`src/rtl/mips_multicycle_ctrl_if.sv`:
```
// Unified-memory handshake between the multicycle control unit and memory.
// The controller (master) raises mem_req with memwrite/iord; memory (slave)
// answers with mem_ready in the cycle the access completes.
interface mips_multicycle_ctrl_if;
  logic mem_req;
  logic memwrite;
  logic iord;
  logic mem_ready;

  modport master (output mem_req, output memwrite, output iord, input mem_ready);
  modport slave  (input mem_req, input memwrite, input iord, output mem_ready);
endinterface

```
`src/rtl/mips_multicycle_ctrl.sv`:
```
// Multicycle MIPS control unit: sequences FETCH/DECODE/execute/memory/writeback
// per instruction, drives datapath enables, mux selects and ALU control, waits
// on a ready-handshaked memory, flags illegal instructions and latches a sticky
// fault when a memory access stalls for MEM_TIMEOUT cycles.
// Optional feature macro: BNE_EN (adds bne as a BRANCH with inverted zero test).
module mips_multicycle_ctrl #(
  parameter int MEM_TIMEOUT = 16,
  parameter int ALUCTRL_W   = 4
) (
  input  logic                     clk,
  input  logic                     rst_n,
  input  logic [5:0]               opcode,
  input  logic [5:0]               funct,
  input  logic                     zero,
  mips_multicycle_ctrl_if.master   mem,
  output logic                     irwrite,
  output logic                     pc_en,
  output logic                     regwrite,
  output logic                     regdst,
  output logic                     memtoreg,
  output logic                     alusrca,
  output logic [1:0]               alusrcb,
  output logic [1:0]               pcsrc,
  output logic [ALUCTRL_W-1:0]     alucontrol,
  output logic [3:0]               state_o,
  output logic                     illegal,
  output logic                     fault
);

  localparam int CNT_W = $clog2(MEM_TIMEOUT + 1);

  typedef enum logic [3:0] {
    S_IDLE   = 4'd0,  S_FETCH  = 4'd1,  S_DECODE = 4'd2,  S_MEMADR = 4'd3,
    S_MEMRD  = 4'd4,  S_MEMWB  = 4'd5,  S_MEMWR  = 4'd6,  S_EXEC   = 4'd7,
    S_ALUWB  = 4'd8,  S_BRANCH = 4'd9,  S_ADDIEX = 4'd10, S_ADDIWB = 4'd11,
    S_JUMP   = 4'd12, S_FAULT  = 4'd15
  } state_t;

  localparam logic [5:0] OP_RTYPE = 6'b000000;
  localparam logic [5:0] OP_LW    = 6'b100011;
  localparam logic [5:0] OP_SW    = 6'b101011;
  localparam logic [5:0] OP_BEQ   = 6'b000100;
  localparam logic [5:0] OP_BNE   = 6'b000101;
  localparam logic [5:0] OP_ADDI  = 6'b001000;
  localparam logic [5:0] OP_J     = 6'b000010;

  localparam logic [3:0] ALU_AND = 4'b0000;
  localparam logic [3:0] ALU_OR  = 4'b0001;
  localparam logic [3:0] ALU_ADD = 4'b0010;
  localparam logic [3:0] ALU_SUB = 4'b0110;
  localparam logic [3:0] ALU_SLT = 4'b0111;
  localparam logic [3:0] ALU_NOR = 4'b1100;

  // R-type funct codes the datapath supports
  function automatic logic funct_ok(input logic [5:0] f);
    case (f)
      6'd32, 6'd34, 6'd36, 6'd37, 6'd39, 6'd42: funct_ok = 1'b1;
      default:                                  funct_ok = 1'b0;
    endcase
  endfunction

  // R-type funct to ALU operation
  function automatic logic [3:0] funct_alu(input logic [5:0] f);
    case (f)
      6'd32:   funct_alu = ALU_ADD;
      6'd34:   funct_alu = ALU_SUB;
      6'd36:   funct_alu = ALU_AND;
      6'd37:   funct_alu = ALU_OR;
      6'd39:   funct_alu = ALU_NOR;
      6'd42:   funct_alu = ALU_SLT;
      default: funct_alu = ALU_ADD;
    endcase
  endfunction

  // DECODE successor; S_FETCH doubles as the "unsupported instruction" result
  function automatic state_t decode_target(input logic [5:0] op, input logic [5:0] f);
    case (op)
      OP_LW, OP_SW: decode_target = S_MEMADR;
      OP_RTYPE:     decode_target = funct_ok(f) ? S_EXEC : S_FETCH;
      OP_BEQ:       decode_target = S_BRANCH;
`ifdef BNE_EN
      OP_BNE:       decode_target = S_BRANCH;
`endif
      OP_ADDI:      decode_target = S_ADDIEX;
      OP_J:         decode_target = S_JUMP;
      default:      decode_target = S_FETCH;
    endcase
  endfunction

  state_t             r_state;
  logic [CNT_W-1:0]   r_wait_cnt;
  state_t             w_decode_next;
  logic               w_timeout;
  logic               w_branch_take;
  logic [3:0]         w_alu4;

  assign w_decode_next = decode_target(opcode, funct);
  assign w_timeout     = (r_wait_cnt == CNT_W'(MEM_TIMEOUT - 1));

`ifdef BNE_EN
  assign w_branch_take = (opcode == OP_BNE) ? ~zero : zero;
`else
  assign w_branch_take = zero;
`endif

  // State sequencing and memory-wait counter; the counter is zero whenever a
  // memory state is entered because every way out of one clears it
  always_ff @(posedge clk or negedge rst_n) begin
    if (!rst_n) begin
      r_state    <= S_IDLE;
      r_wait_cnt <= '0;
    end else begin
      case (r_state)
        S_IDLE: begin
          r_state    <= S_FETCH;
          r_wait_cnt <= '0;
        end
        S_FETCH, S_MEMRD, S_MEMWR: begin
          if (mem.mem_ready) begin
            r_wait_cnt <= '0;
            if (r_state == S_FETCH)      r_state <= S_DECODE;
            else if (r_state == S_MEMRD) r_state <= S_MEMWB;
            else                         r_state <= S_FETCH;
          end else if (w_timeout) begin
            r_wait_cnt <= '0;
            r_state    <= S_FAULT;
          end else begin
            r_wait_cnt <= r_wait_cnt + CNT_W'(1);
          end
        end
        S_DECODE: begin
          r_state    <= w_decode_next;
          r_wait_cnt <= '0;
        end
        S_MEMADR: begin
          r_state    <= (opcode == OP_SW) ? S_MEMWR : S_MEMRD;
          r_wait_cnt <= '0;
        end
        S_EXEC:   r_state <= S_ALUWB;
        S_ADDIEX: r_state <= S_ADDIWB;
        S_MEMWB, S_ALUWB, S_BRANCH, S_ADDIWB, S_JUMP: begin
          r_state    <= S_FETCH;
          r_wait_cnt <= '0;
        end
        S_FAULT:  r_state <= S_FAULT;
        default: begin
          r_state    <= S_FAULT;
          r_wait_cnt <= '0;
        end
      endcase
    end
  end

  // Datapath controls decoded from the current state (plus mem_ready/zero)
  always_comb begin
    mem.mem_req  = 1'b0;
    mem.memwrite = 1'b0;
    mem.iord     = 1'b0;
    irwrite      = 1'b0;
    pc_en        = 1'b0;
    regwrite     = 1'b0;
    regdst       = 1'b0;
    memtoreg     = 1'b0;
    alusrca      = 1'b0;
    alusrcb      = 2'b00;
    pcsrc        = 2'b00;
    w_alu4       = 4'b0000;
    illegal      = 1'b0;
    fault        = 1'b0;
    case (r_state)
      S_FETCH: begin
        mem.mem_req = 1'b1;
        alusrcb     = 2'b01;
        w_alu4      = ALU_ADD;
        irwrite     = mem.mem_ready;
        pc_en       = mem.mem_ready;
      end
      S_DECODE: begin
        alusrcb = 2'b11;
        w_alu4  = ALU_ADD;
        illegal = (w_decode_next == S_FETCH);
      end
      S_MEMADR, S_ADDIEX: begin
        alusrca = 1'b1;
        alusrcb = 2'b10;
        w_alu4  = ALU_ADD;
      end
      S_MEMRD: begin
        mem.mem_req = 1'b1;
        mem.iord    = 1'b1;
      end
      S_MEMWB: begin
        regwrite = 1'b1;
        memtoreg = 1'b1;
      end
      S_MEMWR: begin
        mem.mem_req  = 1'b1;
        mem.iord     = 1'b1;
        mem.memwrite = 1'b1;
      end
      S_EXEC: begin
        alusrca = 1'b1;
        w_alu4  = funct_alu(funct);
      end
      S_ALUWB: begin
        regwrite = 1'b1;
        regdst   = 1'b1;
      end
      S_BRANCH: begin
        alusrca = 1'b1;
        w_alu4  = ALU_SUB;
        pcsrc   = 2'b01;
        pc_en   = w_branch_take;
      end
      S_ADDIWB: regwrite = 1'b1;
      S_JUMP: begin
        pcsrc = 2'b10;
        pc_en = 1'b1;
      end
      S_FAULT: fault = 1'b1;
      default: fault = 1'b0;
    endcase
  end

  assign alucontrol = ALUCTRL_W'(w_alu4);
  assign state_o    = r_state;

endmodule

```
`src/flat_wrapper.sv`:
```
// flat-port wrapper written by rule: the top's interface ports become plain ports
module mips_multicycle_ctrl_flat 
#(
  parameter int MEM_TIMEOUT = 16,
  parameter int ALUCTRL_W   = 4
)
  (clk, rst_n, opcode, funct, zero, irwrite, pc_en, regwrite, regdst, memtoreg, alusrca, alusrcb, pcsrc, alucontrol, state_o, illegal, fault, mem_mem_req, mem_memwrite, mem_iord, mem_mem_ready);
  mips_multicycle_ctrl_if mem_i ();
  input  logic clk;
  input  logic rst_n;
  input  logic [5:0] opcode;
  input  logic [5:0] funct;
  input  logic zero;
  output logic irwrite;
  output logic pc_en;
  output logic regwrite;
  output logic regdst;
  output logic memtoreg;
  output logic alusrca;
  output logic [1:0] alusrcb;
  output logic [1:0] pcsrc;
  output logic [ALUCTRL_W-1:0] alucontrol;
  output logic [3:0] state_o;
  output logic illegal;
  output logic fault;
  output wire logic [$bits(mem_i.mem_req)-1:0] mem_mem_req;
  output wire logic [$bits(mem_i.memwrite)-1:0] mem_memwrite;
  output wire logic [$bits(mem_i.iord)-1:0] mem_iord;
  input wire logic [$bits(mem_i.mem_ready)-1:0] mem_mem_ready;
  assign mem_mem_req = mem_i.mem_req;
  assign mem_memwrite = mem_i.memwrite;
  assign mem_iord = mem_i.iord;
  assign mem_i.mem_ready = mem_mem_ready;
  mips_multicycle_ctrl #(.MEM_TIMEOUT(MEM_TIMEOUT), .ALUCTRL_W(ALUCTRL_W)) u_core (.clk(clk), .rst_n(rst_n), .opcode(opcode), .funct(funct), .zero(zero), .mem(mem_i), .irwrite(irwrite), .pc_en(pc_en), .regwrite(regwrite), .regdst(regdst), .memtoreg(memtoreg), .alusrca(alusrca), .alusrcb(alusrcb), .pcsrc(pcsrc), .alucontrol(alucontrol), .state_o(state_o), .illegal(illegal), .fault(fault));
endmodule
```
`config.mk`:
```
export PLATFORM = sky130hd
export DESIGN_NAME = mips_multicycle_ctrl_flat
export DESIGN_NICKNAME = d
export VERILOG_FILES = /design/src/rtl/mips_multicycle_ctrl_if.sv /design/src/rtl/mips_multicycle_ctrl.sv /design/src/flat_wrapper.sv
export SDC_FILE = /design/constraint.sdc
export NUM_CORES = 1
export LEC_CHECK = 0
export ABC_AREA = 1
export ABC_CLOCK_PERIOD_IN_PS = 1300
export CORE_MARGIN = 10
export CORE_UTILIZATION = 39
export DETAILED_ROUTE_END_ITERATION = 10
export PLACE_DENSITY = 0.81
export SYNTH_ARGS = -nofsm -noshare
export SYNTH_HDL_FRONTEND = slang
export SYNTH_SLANG_ARGS = --single-unit
```
`constraint.sdc`:
```
create_clock -name clk -period 1.3 [get_ports clk]
set_input_delay 0.13 -clock clk [delete_from_list [all_inputs] [get_ports clk]]
set_output_delay 0.13 -clock clk [all_outputs]
set_load 0.02 [all_outputs]
```
==> flow_summary.toml <==
[die]
ios = 39
core.rowCount = 18
die_outline_area_um2 = 4910
chipWidth_um = 70.1
die_y_um = 70.1
core_um2 = 2430
initial_core_util = 0.402

[logic_synthesis]
syn-mean-instance-area_um2 = 6.31
main_combinational_cell_family_by_area_after_synthesis = "simple AND/OR/NAND/NOR gates"
synth_compound_area_frac = 0.115
synth.net_count = 172
yosys.area_share.xor_xnor = 0.00895
synth.distinct_cells = 28
synthMuxAreaShare = 0.0102
number_of_instances_in_the_synthesized_netlist = 155
synth-seq-area-share = 0.230
yosys.area.top_type = "dfrtp_1"
synth-simple-area-share = 0.504
yosys.area.top_type_share = 0.230
ff_latch_count_synth = 9
mappedNetlistArea_um2 = 978
synth_adder_area_share = 0.0128
yosys_warnings = 0
synth_top_cells_by_area = "dfrtp_1, nand2_1, inv_1, nor2_1, nand3_1"

[place]
io_buffer_count = 38
placement.setup.worst_slack_ns = -0.828
dpl.hpwl_um = 2840
post-place-cells = 258
gpl.final_weighted_congestion = 0.887

[critical_path]
critical_path.reg2reg.startpoint = "u_core.state_o[2]"
critical_path.endpoint_type = "flop"
worst-r2r-setup-slack_ns = -0.38
cp_max_fo = 4
crit-reg2reg-capture = "u_core.state_o[0]"
worst-endpoint-arrival_ns = 1.81
timing.critical_path.from_type = "flop"
timing.setup.critical_path_class = "reg -> reg"
crit_path_buffers_inverters = 4
worst_path_max_delay_cell = "dfrtp_2"
timing.critical_path.slowest_cell_delay_ns = 0.45
worstPathCellList = "buf_6 -> nand2_4 -> buf_6 -> nor2_4 -> nor2_4 -> inv_4 -> buf_4 -> nand2_1 -> nand2_1 -> nor2_1 -> a22oi_2"
timing.reg2reg.worst_path_depth = 11
crit_family = "simple AND/OR/NAND/NOR gates"
worst-endpoint-required_ns = 1.43

[timing]
grt_setup_unrepaired = "true"
clock-skew-final_ns = 0.0114
postLayoutSetupSlackWorst_ns = -0.378
tightest_slew_ns = 0.408
worst_slew_margin_rel = 0.727
fmaxAchievable_mhz = 596
timing_hold_violations_final = 0
period_minus_slack_ns = 1.68
final.period_utilization = 1.29
setup_viol = 28
timing_max_transition_violations_final = 0

[cells_and_area]
ff_latch_area_um2 = 230
finalNetCount = 267
antenna_cells = 0
flow.area_growth_from_synthesis_pct = 108
final_instance_count_excl_fillers = 279
most_frequent_standard_cell_in_the_layout_excluding_fill_and_tap_cells = "buf_4"
final_core_utilization = 0.837
fillCellCount = 128
multi_input_comb_area_um2 = 822
layout-drive-gt1-share = 0.574
mostFrequentLayoutCells = "buf_4, nand2_1, buf_6, inv_1, nor2_1"

[run_status]
violations_in_the_final_reports = "negative setup slack"
status = "complete, but fails checks"

[cts]
clk-insertion-delay-late_ns = 0.27
cts_made_buffers = 3
clk_root_buffer_cell = "clkbuf_4"
hold_buffer_count_at_cts = 0
clock_tree.buffer_depth = 2
clkTransAtPathRegs_ns = 0.07
cts_tree = "built"
cts_max_level = 1
cts_sink_count = 9

[worst_hold_path]
hold_path_class = "in -> async"

[drt]
routedWlPerCell_um = 16.4
routed_wirelength_um = 4580
via_total_after_detailed_routing = 1429
highest_routing_layer_actually_used = "met4"
wl_met1_um = 1740
dr_wl_met3_um = 196
detail_route.iter0.violations = 72
viasPerCell = 5.12
met2_routed_wirelength_um = 2560
detail_route.first_pass.iterations = 4
antenna_left = 0
detail_route.drc_violations = 0

[global_routing]
grt_antenna_before_repair = 0
grt_max_degree = 10
via_count_of_the_first_global_routing_pass = 1502
grt_util_all_layers = 0.158
global_route_wire_length_before_repair_um = 6630
globalRoute.totalOverflow = 0

[power_and_ir_drop]
total_power_mw = 4.01
leakage_nw = 1.10
power_density_nw_per_um2 = 1970
ir_drop_v = 0.00156

[flow_run]
cap_viol_max_count = 0
-- Yosys cell counts, drive strengths merged --
master and instances:
a211oi 1, a21boi 1, a21oi 7, a22oi 1, a31oi 1, clkinv 1, dfrtp 9, ha 1
inv 29, mux2i 1, nand2 44, nand3 13, nand4 6, nor2 30, nor3 3, nor3b 1
o211ai 1, o21ai 3, o31ai 1, xor2 1
-- power breakdown --
| group | internal (mW) | switching, mW | total (mW) |
|---|---|---|---|
| Sequential | 0.366 | 0.136 | 0.502 |
| Combinational | 1.51 | 1.77 | 3.29 |
| Clock | 0.118 | 0.102 | 0.221 |
-- worst max-delay path by stage --
stage,startpoint,endpoint,cells past startpoint
3_5_place_dp,funct[2],illegal,9
4_1_cts,u_core.state_o[1],alucontrol[1],9
2_1_floorplan,u_core.state_o[1],pc_en,7
3_3_place_gp,funct[2],illegal,9
5_1_grt,u_core.state_o[1],u_core.state_o[2],10
6_report,u_core.state_o[2],u_core.state_o[0],11
-- repair_timing --
item                       4_1_cts  5_1_grt
gates resized for setup        152       30
setup endpoints to repair       32       30
pin swaps                       15       15
buffers inserted                10        7
hold endpoints to repair         0        0
-- cell type report --
type | instances | share of cell area
repair buffers | 90 | 0.388
well taps | 30 | 0.0184
clock buffers | 4 | 0.0129
flip-flops and latches | 9 | 0.113
inverters | 30 | 0.0639
multi-input cells | 116 | 0.404
-- metrics by stage --
| stage | TNS, ns | hold slack (ns) | area [um2] |
|---|---|---|---|
| detailed placement | -10.20 | 0.461 | 1710 |
| floorplan | -0.438 | -0.166 | 1030 |
| CTS | -5.13 | 0.177 | 1900 |
| finish | -6.69 | 0.155 | 2040 |
| global placement | -9.07 | 0.442 | 1710 |
| global route | -8.60 | 0.181 | 2040 |
-- registers in the layout, indices dropped and copies added (netlist names) --
name / flops
u_core.r_wait_cnt: 5
u_core.state_o: 4
-- cell families (layout without fill, tap and decap cells) --
kind of cell               Yosys count  in the layout
and+or+nand+nor                     97             97
DFF                                  9              9
muxes                                1              1
xor gates and xnor gates             1              1
adders and majority gates            1              1
buffers and inverters               30            124
AOI/OAI and AO/OA                   16             16
-- per-layer routing --
layer,GRT usage,up-vias
met5,0,-
met4,0.0768,0
met3,0.0353,8
met2,0.309,52
met1,0.148,681
li1,-,688
Note: power is estimated with default switching activity, not from simulation.
